$ cat config.mk
export PLATFORM = sky130hd
export DESIGN_NAME = median_5x5_ctrl
export DESIGN_NICKNAME = d
export VERILOG_FILES = /design/src/rtl/median_pkg.sv /design/src/rtl/median_line_buffer.sv /design/src/rtl/median_5x5_ctrl.sv
export SDC_FILE = /design/constraint.sdc
export NUM_CORES = 2
export LEC_CHECK = 0
export CORE_MARGIN = 5
export CORE_UTILIZATION = 55
export DETAILED_ROUTE_END_ITERATION = 10
export PLACE_DENSITY = 0.75
export SYNTH_ARGS = -nofsm -noshare
export SYNTH_HDL_FRONTEND = slang
export SYNTH_SLANG_ARGS = --single-unit
$ cat constraint.sdc
create_clock -name i_clk -period 3.94 [get_ports i_clk]
set_input_delay 0.788 -clock i_clk [delete_from_list [all_inputs] [get_ports i_clk]]
set_output_delay 0.788 -clock i_clk [all_outputs]
set_load 0.01 [all_outputs]
$ cat src/rtl/median_pkg.sv
// Shared types and window-geometry constants for the 5x5 median sequencer.
package median_pkg;

    typedef enum logic [1:0] {
        IDLE  = 2'd0,
        FILL  = 2'd1,
        RUN   = 2'd2,
        DRAIN = 2'd3
    } median_ctrl_state_e;

    localparam int WIN_DIM     = 5;
    localparam int WIN_N       = WIN_DIM * WIN_DIM;
    localparam int LB_ROWS     = WIN_DIM - 1;
    localparam int WIN_NEW_COL = WIN_DIM - 1;

    // Flat element index of window position (r,c) inside o_win.
    function automatic int win_idx(input int r, input int c);
        return r * WIN_DIM + c;
    endfunction

endpackage

$ cat src/rtl/median_line_buffer.sv
// Four cascaded line buffers sharing one column address; a write shifts the
// column down the cascade after the old values have been read.
module median_line_buffer
    import median_pkg::*;
#(
    parameter int WIDTH = 8,
    parameter int IMG_W = 64,
    parameter int AW    = 6
) (
    input  logic                       i_clk,
    input  logic                       i_we,
    input  logic [AW-1:0]              i_addr,
    input  logic [WIDTH-1:0]           i_din,
    output logic [LB_ROWS*WIDTH-1:0]   o_rd
);

    logic [WIDTH-1:0] mem [LB_ROWS][IMG_W];

    genvar gi;
    generate
        for (gi = 0; gi < LB_ROWS; gi++) begin : g_rd
            assign o_rd[gi*WIDTH +: WIDTH] = mem[gi][i_addr];
        end
    endgenerate

    // Contents are never reset: a frame's FILL phase rewrites every column first.
    always_ff @(posedge i_clk) begin
        if (i_we) begin
            mem[0][i_addr] <= i_din;
            for (int i = 1; i < LB_ROWS; i++) begin
                mem[i][i_addr] <= mem[i-1][i_addr];
            end
        end
    end

endmodule

$ cat src/rtl/median_5x5_ctrl.sv
// Raster-stream sequencer feeding a 5x5 median datapath and registering its result.
// Optional macro MEDIAN_CTRL_STATS_EN adds a saturating completed-frame counter.
module median_5x5_ctrl
    import median_pkg::*;
#(
    parameter int WIDTH = 8,
    parameter int IMG_W = 64,
    parameter int IMG_H = 64
) (
    input  logic                     i_clk,
    input  logic                     i_rst_n,
    input  logic                     i_start,
    input  logic                     i_valid,
    input  logic [WIDTH-1:0]         i_pixel,
    output logic                     o_ready,
    output logic [WIN_N*WIDTH-1:0]   o_win,
    output logic                     o_enable_5x5,
    input  logic [WIDTH-1:0]         i_median,
    output logic                     o_valid,
    output logic [WIDTH-1:0]         o_median,
    input  logic                     i_ready,
    output logic                     o_busy,
    output logic                     o_done
`ifdef MEDIAN_CTRL_STATS_EN
    ,
    output logic [15:0]              o_frame_cnt
`endif
);

    localparam int CW = (IMG_W > 1) ? $clog2(IMG_W) : 1;
    localparam int RW = (IMG_H > 1) ? $clog2(IMG_H) : 1;
    localparam logic [CW-1:0] COL_LAST = CW'(IMG_W - 1);
    localparam logic [RW-1:0] ROW_LAST = RW'(IMG_H - 1);
    localparam logic [RW-1:0] ROW_FILL = RW'(WIN_DIM - 2);
    localparam logic [CW-1:0] COL_FIRST_INT = CW'(WIN_DIM - 1);
    localparam logic [RW-1:0] ROW_FIRST_INT = RW'(WIN_DIM - 1);

    median_ctrl_state_e state_q, state_d;
    logic [CW-1:0]            col_q, col_d;
    logic [RW-1:0]            row_q, row_d;
    logic [WIN_N*WIDTH-1:0]   win_q, win_shift;
    logic                     win_valid_q, win_valid_d;
    logic                     out_valid_q, out_valid_d;
    logic [WIDTH-1:0]         median_q, median_d;
    logic [LB_ROWS*WIDTH-1:0] lb_rd;
    logic [WIDTH-1:0]         new_col [WIN_DIM];
    logic                     out_adv, win_adv, accept, interior, done;

    assign out_adv  = !out_valid_q || i_ready;
    assign win_adv  = !win_valid_q || out_adv;
    assign o_ready  = ((state_q == FILL) || (state_q == RUN)) && win_adv;
    assign accept   = i_valid && o_ready;
    assign interior = (row_q >= ROW_FIRST_INT) && (col_q >= COL_FIRST_INT);

    median_line_buffer #(
        .WIDTH (WIDTH),
        .IMG_W (IMG_W),
        .AW    (CW)
    ) u_lb (
        .i_clk  (i_clk),
        .i_we   (accept),
        .i_addr (col_q),
        .i_din  (i_pixel),
        .o_rd   (lb_rd)
    );

    // Incoming column, oldest row at the top: lb3, lb2, lb1, lb0, live pixel.
    genvar gi, gj;
    generate
        for (gi = 0; gi < LB_ROWS; gi++) begin : g_newcol
            assign new_col[gi] = lb_rd[(LB_ROWS-1-gi)*WIDTH +: WIDTH];
        end
        assign new_col[WIN_DIM-1] = i_pixel;

        for (gi = 0; gi < WIN_DIM; gi++) begin : g_row
            for (gj = 0; gj < WIN_DIM; gj++) begin : g_col
                if (gj == WIN_NEW_COL) begin : g_new
                    assign win_shift[win_idx(gi, gj)*WIDTH +: WIDTH] = new_col[gi];
                end else begin : g_old
                    assign win_shift[win_idx(gi, gj)*WIDTH +: WIDTH] =
                        win_q[win_idx(gi, gj+1)*WIDTH +: WIDTH];
                end
            end
        end
    endgenerate

    always_comb begin
        state_d = state_q;
        done    = 1'b0;
        case (state_q)
            IDLE:  if (i_start) state_d = FILL;
            FILL:  if (accept && row_q == ROW_FILL && col_q == COL_LAST) state_d = RUN;
            RUN:   if (accept && row_q == ROW_LAST && col_q == COL_LAST) state_d = DRAIN;
            DRAIN: begin
                if (!win_valid_q && !out_valid_q) begin
                    state_d = IDLE;
                    done    = 1'b1;
                end
            end
            default: state_d = IDLE;
        endcase
    end

    always_comb begin
        col_d = col_q;
        row_d = row_q;
        if (state_q == IDLE && i_start) begin
            col_d = '0;
            row_d = '0;
        end else if (accept) begin
            if (col_q == COL_LAST) begin
                col_d = '0;
                row_d = (row_q == ROW_LAST) ? '0 : row_q + 1'b1;
            end else begin
                col_d = col_q + 1'b1;
            end
        end
    end

    // A non-interior accept can only happen once the old window has left.
    always_comb begin
        win_valid_d = win_valid_q;
        out_valid_d = out_valid_q;
        median_d    = median_q;
        if (accept) begin
            win_valid_d = interior;
        end else if (out_adv) begin
            win_valid_d = 1'b0;
        end
        if (out_adv) begin
            out_valid_d = win_valid_q;
            if (win_valid_q) median_d = i_median;
        end
    end

    always_ff @(posedge i_clk or negedge i_rst_n) begin
        if (!i_rst_n) begin
            state_q     <= IDLE;
            col_q       <= '0;
            row_q       <= '0;
            win_q       <= '0;
            win_valid_q <= 1'b0;
            out_valid_q <= 1'b0;
            median_q    <= '0;
        end else begin
            state_q     <= state_d;
            col_q       <= col_d;
            row_q       <= row_d;
            win_valid_q <= win_valid_d;
            out_valid_q <= out_valid_d;
            median_q    <= median_d;
            if (accept) win_q <= win_shift;
        end
    end

    assign o_win        = win_q;
    assign o_enable_5x5 = win_valid_q;
    assign o_valid      = out_valid_q;
    assign o_median     = median_q;
    assign o_busy       = (state_q != IDLE);
    assign o_done       = done;

`ifdef MEDIAN_CTRL_STATS_EN
    logic [15:0] frame_cnt_q;

    always_ff @(posedge i_clk or negedge i_rst_n) begin
        if (!i_rst_n) begin
            frame_cnt_q <= '0;
        end else if (done && frame_cnt_q != 16'hFFFF) begin
            frame_cnt_q <= frame_cnt_q + 16'd1;
        end
    end

    assign o_frame_cnt = frame_cnt_q;
`endif

endmodule
==> summary.txt <==
Status
  • Outcome: complete, no violations

STA
  • Slew Limit Fails: 0
  • Unrepaired setup endpoints after global routing: false
  • Skew final: 40.5 ps
  • Pin slew with the least headroom to its limit: 1310 ps
  • TNS Setup: 0 ps
  • Max Freq: 256 MHz
  • Slew HR: 12.8%
  • Fin. Hold Viols: 0
  • Crit path time final: approximately 3900 ps
  • Final WS setup: slightly below 40 ps
  • Final setup viols: 0
  • Fin crit share: about 99%

Clock tree
  • Clock sink total: 2272
  • Worst-skew pair later-pin latency: 880 ps
  • CTS tree: yes
  • Post-CTS sizing: 0
  • CTS buffer count: 213
  • Hold-fix buffers, CTS: 0
  • H-tree levels: 4
  • Root Buffer: clkbuf_16
  • Clock Tree Buf Depth: 3
  • Worst-path clk slew: 70 ps
  • Postcts setup bufs: 0

Flow run
  • Number of max-cap violations: 0

Placement
  • Final GP Congestion: 0.927
  • Worst slack, placed: 232 ps
  • # port buffers: between 200 and 250
  • Post-DP HPWL: 174 mm

Power
  • Maximum VDD drop: 0.000661 V
  • Leakage: 34.4 nW
  • Pwr/cell area: 790 mW/mm2

Final layout
  • Layout cells sized above 1: a little under a fifth
  • Commonest non-fill, non-tap cell in the layout: edfxtp_1
  • Area Growth Syn to Fin: 17.1%
  • FF+latch area: about 0.067 mm2
  • Commonest cells after routing, fill and taps aside: 2048 x edfxtp_1, 607 x nand2_1, 298 x buf_4
  • Multi-input logic area: 0.0197 mm2
  • # fillers: between 10000 and 15000
  • Nets: 5855

Worst setup path
  • CP arrival: 4450 ps
  • WP data required: roughly 4500 ps
  • Delay-heaviest family, CP: compound AO/OA/AOI/OAI gates
  • CP bufs+invs: 4
  • Reg2reg start: col_q[1]$_DFFE_PN0P_
  • Worst Setup SP: col_q[1]$_DFFE_PN0P_
  • Critical Path Source Type: flop
  • Crit-path max cell delay: 820 ps
  • Crit path cell chain: buf_12 > inv_6 > buf_12 > a221o_1 > a22oi_1 > o22ai_1 > nor3_1 > nand2_2 > buf_12
  • CP max-delay cell: dfrtp_4
  • Most frequent CP cell: buf_12
  • WS Path Type: flop to flop
  • Critical Path End Type: flop
  • Critical Path Fanout Max: between 60 and 70

Yosys
  • Ys Warns: 0
  • Top_reg_cell synth: edfxtp_1
  • Register bit count reported by yosys: roughly 2300
  • Sequential element share of the synthesized area: 76.1%
  • Syn Inst Count: around 5400
  • Async set or reset register ratio after synthesis: 9.86%
  • Syn nets: ~5400
  • Cell area after synthesis: 0.0882 mm2
  • Cell variety after synth: 80
  • Post-synth EDFFs: roughly 2000
  • Syn_area_per_cell: 16.5 um2

Floorplanning
  • Core area: 0.160 mm2
  • IO Pins: 234
  • FP Rows: 147
  • Die Y: 411 um
  • Die X: between 400 and 500 um
  • Die area: 0.169 mm2
  • Starting Density: 55.1%

Worst hold path
  • Hold crit path type: input port to asynchronous set/reset pin

Global route
  • Initial antenna violation count: 13
  • First-pass GRT wire length: 410 mm
  • Pin count of the biggest net entering global routing: 169
  • Grt total ovfl: 0
  • Vias in the first global route: between 50000 and 60000
  • Total GRT Usage: 34.3%

Detailed routing
  • Iteration count of the initial detailed-routing pass: 9
  • WL/cell: 36.3 um
  • Antenna Nets Post-Route: 0
  • Iter 0 DRT Violations: 11300
  • # DRC: 0
  • Post-Route WL: 294 mm
  • Via Count: between 50000 and 60000
  • Drt via density: approximately 7
## state kept, by name (all words and copies together) (netlist names)
signal and flops:
state_q 2, o_median 8, o_win 200, col_q 6
o_enable_5x5 1, u_lb.mem 2048, row_q 6, o_valid 1
## final timing paths
| check | end | slack [ps] | depth (start not counted) |
|---|---|---|---|
| max in group asynchronous | o_win[16]$_DFFE_PN0P_ | 2860 | 2 |
| min in group i_clk | o_win[164]$_DFFE_PN0P_ | 470 | 2 |
| hold reg to reg | o_win[164]$_DFFE_PN0P_ | 470 | 2 |
| setup reg to reg | u_lb.mem[1][285]$_DFFE_PP_ | 40 | 9 |
| setup / recovery | u_lb.mem[1][285]$_DFFE_PP_ | 40 | 9 |
| hold / removal | o_win[122]$_DFFE_PN0P_ | 1 | 1 |
## synth_stat cells, types with 56 or more instances
library cell | count | area share (%)
edfxtp_1 | 2048 | 70
nand2_1 | 611 | 2.6
a221oi_1 | 278 | 2.8
a22oi_1 | 237 | 2.0
dfrtp_1 | 224 | 6.4
mux2i_1 | 178 | 2.0
buf_2 | 156 | 0.88
mux2_2 | 135 | 1.7
nor2_1 | 132 | 0.56
clkbuf_1 | 128 | 0.54
a21oi_1 | 121 | 0.69
o22ai_1 | 108 | 0.77
o21ai_0 | 83 | 0.47
nand3b_1 | 78 | 0.66
buf_1 | 61 | 0.26
mux4_2 | 60 | 1.5
nand3_1 | 56 | 0.32
## stage by stage
step / utilization (%) / std cells / power [W] / hold WS (ps) / instance area [um2]
floorplan: - / 5359 / 0.0488 / 492 / 88200
global placement: 60.3 / 7696 / 0.0603 / 456 / 96500
detailed placement: 60.3 / 7696 / 0.0611 / 462 / 96500
CTS: 64.6 / 8095 / 0.0808 / 2.86 / 103000
global route: 64.6 / 8096 / 0.0838 / 65.3 / 103000
finish: 64.6 / 8102 / 0.0816 / 0.972 / 103000
## cell families (layout without fill, tap and decap cells)
kind of cell	after synthesis	count (layout)	synth area share, %
mux	388	388	5.47
compound gates	1146	1146	9.86
simple gates	1124	1124	6.08
xor+xnor	6	6	0.0596
flops	2272	2272	76.1
buf+inv	414	1064	2.35
fa+ha+maj	9	9	0.128
other cells	0	7	0
## cell type report
cell class                      instances  share of cell area, %
Multi-Input combinational cell       2673                   19.1
Clock inverter                        108                   1.02
Clock buffer                          291                   5.58
Sequential cell                      2272                   64.9
Tap cell                             2086                   2.53
Timing Repair Buffer                  656                   6.81
Antenna cell                            7                 0.0170
Inverter                                9                 0.0424
## layer usage
metal  vias up  global-route usage, %  part of all wire [%]
li1      22400                      -                     -
met1     28200                   43.2                    32
met2      5443                   51.0                    44
met3      1310                   12.2                    16
met4        12                   22.0                   8.2
met5         -                      0                 0.029
## power breakdown
| part | total, W | internal [W] | switching, W | leakage [nW] |
|---|---|---|---|---|
| logic | 0.0274 | 0.00918 | 0.0182 | 9.81 |
| registers | 0.0342 | 0.0330 | 0.00120 | 21.3 |
| clock network | 0.0200 | 0.0110 | 0.00896 | 3.33 |
Note: power is estimated with default switching activity, not from simulation.
